<file path="src/rtl/cpu_pkg.sv">
// rtl/cpu_pkg.sv - shared opcodes, control-bus bit positions and hazard FSM encoding
package cpu_pkg;

  localparam logic [5:0] OP_RTYPE = 6'b000000;
  localparam logic [5:0] OP_LW    = 6'b100011;
  localparam logic [5:0] OP_SW    = 6'b101011;
  localparam logic [5:0] OP_BEQ   = 6'b000100;
  localparam logic [5:0] OP_NOP   = 6'b100000;

  // Bit positions inside the 3-bit mem control field carried down the pipe
  localparam int MEM_BRANCH   = 2;
  localparam int MEM_MEMREAD  = 1;
  localparam int MEM_MEMWRITE = 0;

  typedef enum logic {
    ST_RUN     = 1'b0,
    ST_BR_WAIT = 1'b1
  } hz_state_t;

  // Instructions whose rt field is a source operand
  function automatic logic uses_rt(input logic [5:0] op);
    return (op == OP_RTYPE) || (op == OP_SW) || (op == OP_BEQ);
  endfunction

endpackage

</file>
<file path="src/rtl/sat_counter.sv">
// rtl/sat_counter.sv - saturating up-counter with enable and async active-low clear
module sat_counter #(
  parameter int W = 16
) (
  input  logic         clk,
  input  logic         rst,
  input  logic         en,
  output logic [W-1:0] count
);

  // Count enabled cycles, holding at all-ones instead of wrapping
  always_ff @(posedge clk or negedge rst) begin
    if (!rst) begin
      count <= '0;
    end else if (en && (count != {W{1'b1}})) begin
      count <= count + W'(1);
    end
  end

endmodule

</file>
<file path="src/rtl/hazard_ctrl_unit.sv">
// rtl/hazard_ctrl_unit.sv - load-use and BEQ hazard sequencing for the 5-stage pipeline
module hazard_ctrl_unit
  import cpu_pkg::*;
#(
  parameter bit BR_STALL = 1'b0,
  parameter int CNT_W    = 16
) (
  input  logic             clk,
  input  logic             rst,
  input  logic [5:0]       if_id_opcode,
  input  logic [4:0]       if_id_rs,
  input  logic [4:0]       if_id_rt,
  input  logic             id_ex_memread,
  input  logic [4:0]       id_ex_rt,
  input  logic             ex_mem_branch,
  input  logic             ex_mem_zero,
  output logic             pc_write,
  output logic             pc_src,
  output logic             if_id_write,
  output logic             if_id_flush,
  output logic             id_ex_flush,
  output logic             ex_mem_flush,
  output logic             ctrl_bubble,
  output logic [CNT_W-1:0] stall_cnt,
  output logic [CNT_W-1:0] flush_cnt
);

  hz_state_t state;
  logic      wait_cnt;
  logic      load_use;
  logic      taken;
  logic      is_beq;
  logic      stall_en;
  logic      flush_en;

  // Hazard detection terms; register 0 is never a real dependency
  always_comb begin
    load_use = id_ex_memread && (id_ex_rt != 5'd0) &&
               ((id_ex_rt == if_id_rs) || (uses_rt(if_id_opcode) && (id_ex_rt == if_id_rt)));
    taken    = ex_mem_branch && ex_mem_zero;
    is_beq   = (if_id_opcode == OP_BEQ);
  end

  // Zero-latency pipeline controls: reset, then taken flush, then branch wait, then load-use
  always_comb begin
    pc_write     = 1'b1;
    pc_src       = 1'b0;
    if_id_write  = 1'b1;
    if_id_flush  = 1'b0;
    id_ex_flush  = 1'b0;
    ex_mem_flush = 1'b0;
    ctrl_bubble  = 1'b0;
    if (!rst) begin
      pc_write     = 1'b0;
      if_id_write  = 1'b0;
      if_id_flush  = 1'b1;
      id_ex_flush  = 1'b1;
      ex_mem_flush = 1'b1;
      ctrl_bubble  = 1'b1;
    end else if (!BR_STALL && taken) begin
      pc_src       = 1'b1;
      if_id_flush  = 1'b1;
      id_ex_flush  = 1'b1;
      ex_mem_flush = 1'b1;
    end else if (state == ST_BR_WAIT) begin
      if_id_flush = 1'b1;
      if (wait_cnt) begin
        pc_write = 1'b0;
      end else begin
        pc_src = taken;
      end
    end else if (load_use) begin
      pc_write    = 1'b0;
      if_id_write = 1'b0;
      ctrl_bubble = 1'b1;
    end else if (BR_STALL && is_beq) begin
      pc_write    = 1'b0;
      if_id_flush = 1'b1;
    end
  end

  // Branch-freeze sequencer: BEQ in ID -> wait while it is in EX -> resolve in MEM
  always_ff @(posedge clk or negedge rst) begin
    if (!rst) begin
      state    <= ST_RUN;
      wait_cnt <= 1'b0;
    end else begin
      case (state)
        ST_RUN: begin
          if (BR_STALL && is_beq && !load_use) begin
            state    <= ST_BR_WAIT;
            wait_cnt <= 1'b1;
          end
        end
        ST_BR_WAIT: begin
          if (wait_cnt) begin
            wait_cnt <= 1'b0;
          end else begin
            state <= ST_RUN;
          end
        end
        default: begin
          state    <= ST_RUN;
          wait_cnt <= 1'b0;
        end
      endcase
    end
  end

  // Performance counter enables
  always_comb begin
    stall_en = !pc_write;
    if (BR_STALL) begin
      flush_en = (state == ST_BR_WAIT) && !wait_cnt && taken;
    end else begin
      flush_en = taken;
    end
  end

  sat_counter #(.W(CNT_W)) u_stall_cnt (
    .clk   (clk),
    .rst   (rst),
    .en    (stall_en),
    .count (stall_cnt)
  );

  sat_counter #(.W(CNT_W)) u_flush_cnt (
    .clk   (clk),
    .rst   (rst),
    .en    (flush_en),
    .count (flush_cnt)
  );

endmodule

</file>
<file path="config.mk">
export PLATFORM = sky130hd
export DESIGN_NAME = hazard_ctrl_unit
export DESIGN_NICKNAME = d
export VERILOG_FILES = /design/src/rtl/cpu_pkg.sv /design/src/rtl/sat_counter.sv /design/src/rtl/hazard_ctrl_unit.sv
export SDC_FILE = /design/constraint.sdc
export NUM_CORES = 1
export LEC_CHECK = 0
export BUFFER_PORTS_ARGS = -buffer_cell sky130_fd_sc_hd__buf_4
export CAP_MARGIN = 15
export CORE_AREA = 2 2 81 68
export CTS_BUF_LIST = sky130_fd_sc_hd__clkbuf_2 sky130_fd_sc_hd__clkbuf_4 sky130_fd_sc_hd__clkbuf_8
export DETAILED_ROUTE_END_ITERATION = 6
export DIE_AREA = 0 0 83 70
export GPL_ROUTABILITY_DRIVEN = 0
export SYNTH_ARGS = -nofsm -noshare
export SYNTH_HDL_FRONTEND = slang
export SYNTH_HIERARCHICAL = 1
export SYNTH_SLANG_ARGS = --single-unit
</file>
<file path="constraint.sdc">
create_clock -name clk -period 2.9 [get_ports clk]
set_input_delay 0.29 -clock clk [delete_from_list [all_inputs] [get_ports clk]]
set_output_delay 0.29 -clock clk [all_outputs]
set_load 0.05 [all_outputs]
</file>
==> flow_results.org, run 1 <==
** Clocking
- TritonCTS built the clock tree.
- The number of setup buffers added after CTS is 0.
- Clock insertion delay at the later pin of the skew report :: 280 ps
- Deepest clock path buffer count :: 2
- TritonCTS created 5 clock buffers.
- Clock tree synthesis found a total of 32 sinks.
- In this run the clock root is driven by a sky130_fd_sc_hd__clkbuf_8.
- In this run, post-CTS repair resized a total of 0 instances.
- H-tree depth reported by CTS :: 2
- After clock tree synthesis, the clock-pin slew on the worst setup and hold paths is 70 ps.
- Buffers inserted to repair hold after CTS numbered 0.

** Die
- After floorplanning, the core was sized to cover 0.00513 mm^2.
- From left edge to right edge, the die measures 83 um.
- Initial standard-cell utilization of the core :: 37.7%
- Row generation in the floorplan step produced 24 rows.
- Area enclosed by the die boundary :: 0.00581 mm^2
- For this design the top-level I/O count stands at 65.
- Overall die height :: 70 um

** Route
- The first TritonRoute pass finished after 4 iterations.
- Number of nets with antenna violations after detailed routing :: 0
- In the final routed layout, each cell accounts on average for 14.6 um.
- Total via count after detailed routing :: 1661
- Number of DRC markers after the initial detailed-route iteration :: 83
- DRC viols :: 0
- After detailed routing, the total wire length is 4490 um.
- Dividing the detail-routed via count by the number of cells gives 5.39.

** Status
- The flow ran to the end, and the final reports show no timing, DRC or antenna violations.

** STA
- Worst hold slack :: 43.9 ps
- Setup violations remaining at the end of the flow were counted as 0.
- For the pin with the worst max-slew slack, the measured transition is 436 ps.
- Measured against its own limit, the worst slew margin works out to 71.0%.
- After routing, the total negative slack on setup checks comes to 0 ps.
- Setup repair after global routing left no endpoint under its margin.
- Final count of pins violating max slew :: 0
- Achievable Freq :: 493 MHz
- Across the routed clock network, the largest skew measured is 5.46 ps.
- Time the worst path needs with I/O delays and setup :: 2030 ps
- The count of final hold-check violations came to 0.
- Of the available clock period, the critical path in the final layout requires 69.9%.

** Final layout
- The net count of the finished layout is 271.
- Count of fill cells added during filler insertion :: 501
- The repair_antennas step left the layout with diodes totalling 0.
- Final std cells w/o fill :: 308
- In the final layout, the share of cells above drive strength 1 is 39.5%.
- Once layout is done, the placed cells without fillers occupy 0.00257 mm^2.
- Area added between synthesis and finish :: 33.0%
- Util after Layout :: 50.1%

** Global route
- Entering global routing, the biggest net connects 36 pins.
- The number of global-route vias before repair was 1563.
- The first global-routing pass estimated 7610 um of wire.
- Final global-route overflow total :: 0
- Initial antenna violation count :: 0
- Global routing used 16.0% of the available tracks across all layers.

** Synth
- Net count after synthesis :: 201
- Top cell types by occurrence after synthesis :: sky130_fd_sc_hd__dfrtp_1 (32), sky130_fd_sc_hd__nand4_1 (17), sky130_fd_sc_hd__xnor2_1 (12), sky130_fd_sc_hd__xor2_1 (12), sky130_fd_sc_hd__nand3_1 (11)
- Yosys mapped a number of flops with a built-in enable equal to 0.
- The most common cell in the synthesized netlist is sky130_fd_sc_hd__dfrtp_1.
- Distinct cells, synth :: 37
- Leading area contributor after synthesis :: sky130_fd_sc_hd__dfrtp_1
- Summing the sequential cell areas from Yosys gives 41.4% of the chip area.
- Instance count of the mapped netlist :: 173
- Yosys attributes the largest share of cell area to sky130_fd_sc_hd__dfrtp_1 (41%), sky130_fd_sc_hd__nand4_1 (5.5%), sky130_fd_sc_hd__xnor2_1 (5.4%), sky130_fd_sc_hd__xor2_1 (5.4%), sky130_fd_sc_hd__nor4_4 (4.4%).
- Number of warning messages in the yosys log :: 6
- The mapped netlist covers 0.00194 mm^2.
- Ys flop type :: sky130_fd_sc_hd__dfrtp_1
- Flop and latch count out of synthesis :: 32
- Counting flops with an async set or reset pin after synthesis yields a share of 100%.
- Averaged over all synthesized cells, the footprint is 11.2 um^2.
- Top-area cell type share of the netlist area :: 41.4%

** Critical path
- Kind of start point of the critical path :: input pin
- STA puts the critical path data required time at 2610 ps.
- The critical path is of the in -> out type.
- Tracing the worst setup path back leads to its startpoint at id_ex_rt[1].
- Critical Path AT :: 1740 ps
- Critical path peak fanout :: 6
- The startpoint identified for the worst register-to-register timing path is u_stall_cnt/count[0].
- STA classifies the critical path endpoint as a primary output.

** Placed design
- Number of instances in the placed design :: 301
- Count of input and output buffers :: 64
- The placed instances occupy a cell area of 0.00249 mm^2.
- HPWL reported at the end of detailed placement :: 3340 um

** Power
- VDD sags by at most 644 uV.
- The analysis attributes to net switching a power of 0.764 mW.
- Leakage power summed over all cells :: 1.18 nW
- Net switching is 45.2% of the power.
- Clock share of power :: 19.7%
- Internal power :: 0.925 mW
- Per report_power, the combinational group accounts for 40.7% of the total.
- Power density over the cells :: 656 mW/mm^2
- Portion of total power attributed to sequential cells :: 39.6%

** Run
- Across the run, the number of max-cap violations was 0.

** Hold path
- The min-delay analysis places its worst path in the category in -> async.
-- layout make-up --
cell class                      instances  area [um^2]  area share (%)
Multi-Input combinational cell        137         1110            43.2
Sequential cell                        32          801            31.1
Timing Repair Buffer                   66          495            19.2
Tap cell                               65         81.3            3.16
Clock buffer                            6         76.3            2.96
Clock inverter                          1         5.00           0.194
Inverter                                1         3.75           0.146
-- per-stage QoR --
step,power [mW],setup slack (ps)
after CTS,1.71,863
after global routing,1.77,705
after global placement,1.36,617
after floorplan,1.13,-88.8
after detailed placement,1.37,601
final,1.69,872
-- critical path, cell delays in order --
cell and delay (ps):
sky130_fd_sc_hd__buf_4 120, sky130_fd_sc_hd__or4_4 520, sky130_fd_sc_hd__o211ai_2 190, sky130_fd_sc_hd__nand4b_1 150
sky130_fd_sc_hd__o211ai_1 100, sky130_fd_sc_hd__buf_4 170, sky130_fd_sc_hd__buf_4 190
-- kinds of logic (layout without fill, tap and decap cells) --
kind of cell	after synthesis	in the layout	share of synthesized area [%]
fa+ha+maj	2	2	1.29
buf+inv	4	74	1.36
flops	32	32	41.4
xor+xnor	24	24	10.9
simple gates	75	75	30.4
mux	2	2	1.16
compound gates	34	34	13.6
-- metal layers --
metal / share of wire (%) / GRT usage [%]
met1: 48 / 22.3
met2: 47 / 25.0
met3: 3.7 / 4.02
met4: 0.98 / 4.37
met5: 0 / 0
-- cell usage in the layout (no fill, tap or decap), types with 2 or more instances in the layout --
master                      n
sky130_fd_sc_hd__nand3_4    2
sky130_fd_sc_hd__and3_1     5
sky130_fd_sc_hd__nand4_1   17
sky130_fd_sc_hd__and4_1     2
sky130_fd_sc_hd__dfrtp_1   32
sky130_fd_sc_hd__a32oi_1    2
sky130_fd_sc_hd__a21oi_1    6
sky130_fd_sc_hd__nor2_1     5
sky130_fd_sc_hd__nand4_4    2
sky130_fd_sc_hd__nand3_1   11
sky130_fd_sc_hd__nor4_4     4
sky130_fd_sc_hd__clkbuf_8   5
sky130_fd_sc_hd__nor3_2     2
sky130_fd_sc_hd__xor2_1    12
sky130_fd_sc_hd__o31ai_4    2
sky130_fd_sc_hd__nand4_2    2
sky130_fd_sc_hd__nor2_2     2
sky130_fd_sc_hd__a31oi_1    6
sky130_fd_sc_hd__o21a_1    10
sky130_fd_sc_hd__o211ai_1   3
sky130_fd_sc_hd__o21ai_0    2
sky130_fd_sc_hd__mux2_1     2
sky130_fd_sc_hd__xnor2_1   12
sky130_fd_sc_hd__and4b_1    2
sky130_fd_sc_hd__nand2_1    9
sky130_fd_sc_hd__and4_4     3
sky130_fd_sc_hd__buf_4     66
sky130_fd_sc_hd__ha_1       2
-- flip-flops by register name, summed over array words and instances, names as in the netlist --
name	flops
u_flush_cnt/count	16
u_stall_cnt/count	16
-- path summary, 6_finish.rpt --
kind	to	slack [ps]	cells past startpoint
worst max-delay path	ctrl_bubble	870	7
worst min-delay path	u_stall_cnt/count[7]	40	2
worst max register to register	u_stall_cnt/count[1]	1220	4
worst min register to register	u_stall_cnt/count[15]	530	1
max in group asynchronous	u_flush_cnt/count[12]	2540	2
min in group clk	u_stall_cnt/count[0]	490	5
-- power groups by stage --
stage | sequential (mW) | clock, mW | combinational, mW
3_3_place_gp | 0.679 | 0 | 0.685
3_5_place_dp | 0.675 | 0 | 0.691
4_1_cts | 0.668 | 0.347 | 0.693
6_report | 0.668 | 0.333 | 0.688
2_1_floorplan | 0.930 | 0 | 0.196
5_1_grt | 0.687 | 0.362 | 0.726
(Power assumes the default switching activity.)
==> run 2: changes to the inputs <==
clock period = 2 ns   (was 2.9 ns; I/O delays follow)
==> run 2 against run 1 <==
Effect of this change: die area unchanged; power up 50%; routed wire length grew 8.0%; first-iteration DRC count up 51%; clock power up 44%; worst setup slack got worse by 810 ps; global-route usage is 1.4 points higher; sequential power is 47% higher; clock skew is essentially flat; clock-buffer cell count unchanged; non-clock buffer count increased by 14.
==> flow_results.org, run 2 (synthesis results as in run 1) <==
** Status
- Run status :: finished, final reports clean

** Global route
- The pin count of the biggest net entering global routing is 36 (unchanged).
- Final global-route overflow total :: 0 (unchanged)
- The number of global-route vias before repair came to 1619 (+3.6%).
- Initial antenna violation count :: 0 (unchanged)
- First-pass GRT wire length :: 8180 um (+7.5%)
- The global routing usage summed across all routing layers is 17.5% (+1.4 points).

** Critical path
- Largest stage delay on the critical path :: 520 ps (about the same)
- STA classifies the critical path startpoint as an input pin.
- The critical path goes through buf_6 > or4_4 > o21ai_2 > nand3_2 > o211ai_1 > buf_4 > nand4_1 > nor4_4 > buf_4 > a31oi_1 > a21oi_1.
- Data required time of the critical path :: 2210 ps (-400 ps)
- Critical Path AT :: 2150 ps (+410 ps)
- Most repeated library cell on the critical path :: sky130_fd_sc_hd__buf_4
- STA classifies the critical path endpoint as a flop.
- By startpoint and endpoint, the worst setup path is classified as in -> reg.
- Crit-path slowest cell :: sky130_fd_sc_hd__or4_4
- Critical path peak fanout :: 4 (-2)

** Final layout
- Diode count :: 0 (unchanged)
- The fill cell instance count of the final layout is 469 (-6.4%).
- The area growth from synthesis to layout is 40.9%.
- Highest-count cells in the layout ignoring fill and taps :: sky130_fd_sc_hd__buf_4 (76), sky130_fd_sc_hd__dfrtp_1 (32), sky130_fd_sc_hd__nand4_1 (17)
- Leading registers by flop count :: u_flush_cnt/count: 16 flops, u_stall_cnt/count: 16 flops
- The share of cells above drive strength 1 is 45.5% (+6.0 points).
- Leaving out fill and tap cells, the most frequent cell in the layout is sky130_fd_sc_hd__buf_4.
- Total number of nets in the final design :: 285 (+5.2%)

** Clocking
- H-tree depth reported by CTS :: 2 (unchanged)
- The count of clock tree sinks was 32 (unchanged).
- The worst-case clock buffer depth was 2 (unchanged).
- Clock tree from TritonCTS :: built
- The CTS buffer count was 5 (unchanged).
- The clock edge transition at the registers on the reported setup and hold paths came to 60 ps (about the same).
- Root cell of the clock tree :: sky130_fd_sc_hd__clkbuf_8
- Clock insertion delay at the later pin of the skew report :: 290 ps (about the same)

** STA
- Relative slew margins :: 74.2% (+3.3 points)
- Fin. Hold Viols :: 0 (unchanged)
- Setup slack of the critical path after layout :: 57.2 ps (-814 ps)
- Time the worst path needs with I/O delays and setup :: 1940 ps
- Crit share post-route :: 97.1%
- The measured slew at the worst slew-check pin is 386 ps (-49.8 ps).
- Achievable Freq :: 515 MHz
- The max-slew violation count came to 0 (unchanged).
- Finish-stage setup viols :: 0 (unchanged)
- Setup repair after global routing missed its margin :: yes
- Worst clock skew :: 5.47 ps (+0.0150 ps)
- Worst hold slack :: 443 ps (+399 ps)

** Die
- The total number of placement rows is 24 (unchanged).
- Core Region :: 0.00513 mm^2 (unchanged)
- Ports :: 65 (unchanged)
- Area enclosed by the die boundary :: 0.00581 mm^2 (unchanged)
- Floorplan die width :: 83 um (unchanged)
- The starting density of the core was 37.7% (unchanged).
- The die height is 70 um (unchanged).

** Route
- The total wirelength of the detailed-routed design was 4850 um (+8.0%).
- Number of nets with antenna violations after detailed routing :: 0 (unchanged)
- Routed wire length per instance :: 15.1 um (+3.3%)
- Total via count after detailed routing :: 1764 (+6.2%)
- Number of DRC markers after the initial detailed-route iteration :: 125 (+51%)
- The number of remaining DRC errors came to 0 (unchanged).
- First-pass iteration count of the detailed router :: 4 (unchanged)
- Number of vias per cell after detailed routing :: 5.48 (+1.6%)

** Hold path
- The tightest min-delay check is of the in -> async type.

** Placed design
- Dpl ws :: -205 ps (-806 ps)
- The estimated wirelength of the detail-placed design is 3550 um (+6.1%).
- The number of port buffers came to 64 (unchanged).

** Power
- The total leakage power is 1.26 nW (+6.7%).
- Peak supply drop :: 615 uV (-4.5%)
- Power density over the cells :: 926 mW/mm^2 (+41%)

** Run
- The number of max-cap violations is 0 (unchanged).
-- run 2: cell count changes in the layout (fill, tap and decap cells not counted), moves of 2 or more --
cell,change
sky130_fd_sc_hd__buf_4,+10
sky130_fd_sc_hd__buf_6,+3
sky130_fd_sc_hd__nand3_1,-2
sky130_fd_sc_hd__nand3_2,+2
-- run 2: layout make-up --
cell class              instances  area [um^2]  area share, %
multi-input cells             137         1150           42.0
flip-flops and latches         32          801           29.4
repair buffers                 80          614           22.5
well taps                      65         81.3           2.98
clock buffers                   6         76.3           2.80
clock inverters                 1         5.00          0.183
inverters                       1         3.75          0.138
-- run 2: worst paths after layout --
| path | from | to | slack, ps | depth (start not counted) |
|---|---|---|---|---|
| min reg2reg | u_flush_cnt/count[15] | u_flush_cnt/count[15] | 520 | 1 |
| max reg2reg | u_flush_cnt/count[0] | u_flush_cnt/count[14] | 250 | 5 |
| min in group clk | ex_mem_zero | u_flush_cnt/count[0] | 480 | 5 |
| max in group asynchronous | rst | u_stall_cnt/count[1] | 1300 | 3 |
| min | rst | u_stall_cnt/count[2] | 440 | 3 |
| max | if_id_opcode[5] | u_stall_cnt/count[15] | 60 | 11 |
-- run 2: worst max-delay path, delay by kind of cell --
family | cells | cell delay, ps
compound gates | 4 | 440
buf+inv | 3 | 410
simple gates | 4 | 1090
-- run 2: stage by stage --
step	std cells	cell area (um^2)	total power, mW	utilization [%]	setup TNS, ps
2_1_floorplan	173	1950	1.65	-	-12190
3_3_place_gp	312	2590	2.03	50.4	-1160
3_5_place_dp	312	2590	2.05	50.4	-1260
4_1_cts	320	2680	2.54	52.1	0
5_1_grt	322	2730	2.66	53.1	-251
6_report	322	2730	2.53	53.1	0
-- run 2: timing repair --
action | in CTS | in global routing
endpoints found under the setup margin | 0 | 5
hold buffers | 1 | 0
setup buffers | 0 | 2
resized for setup | 0 | 8
endpoints found under the hold margin | 32 | 0
-- run 2: where the power goes --
| group | switching (mW) | internal, mW | leakage (nW) |
|---|---|---|---|
| logic | 0.693 | 0.371 | 0.791 |
| clock network | 0.231 | 0.250 | 0.0445 |
| registers | 0.217 | 0.764 | 0.427 |
-- run 2: metal layers --
metal  part of all wire, %  track usage, %  wire length [um]  up-vias
met5                     0               0                 0        -
met4                   1.4            5.46                68        0
met3                   5.9            4.26               284        6
met2                    44            25.4              2140       55
met1                    49            25.5              2360      861
li1                      -               -                 -      842
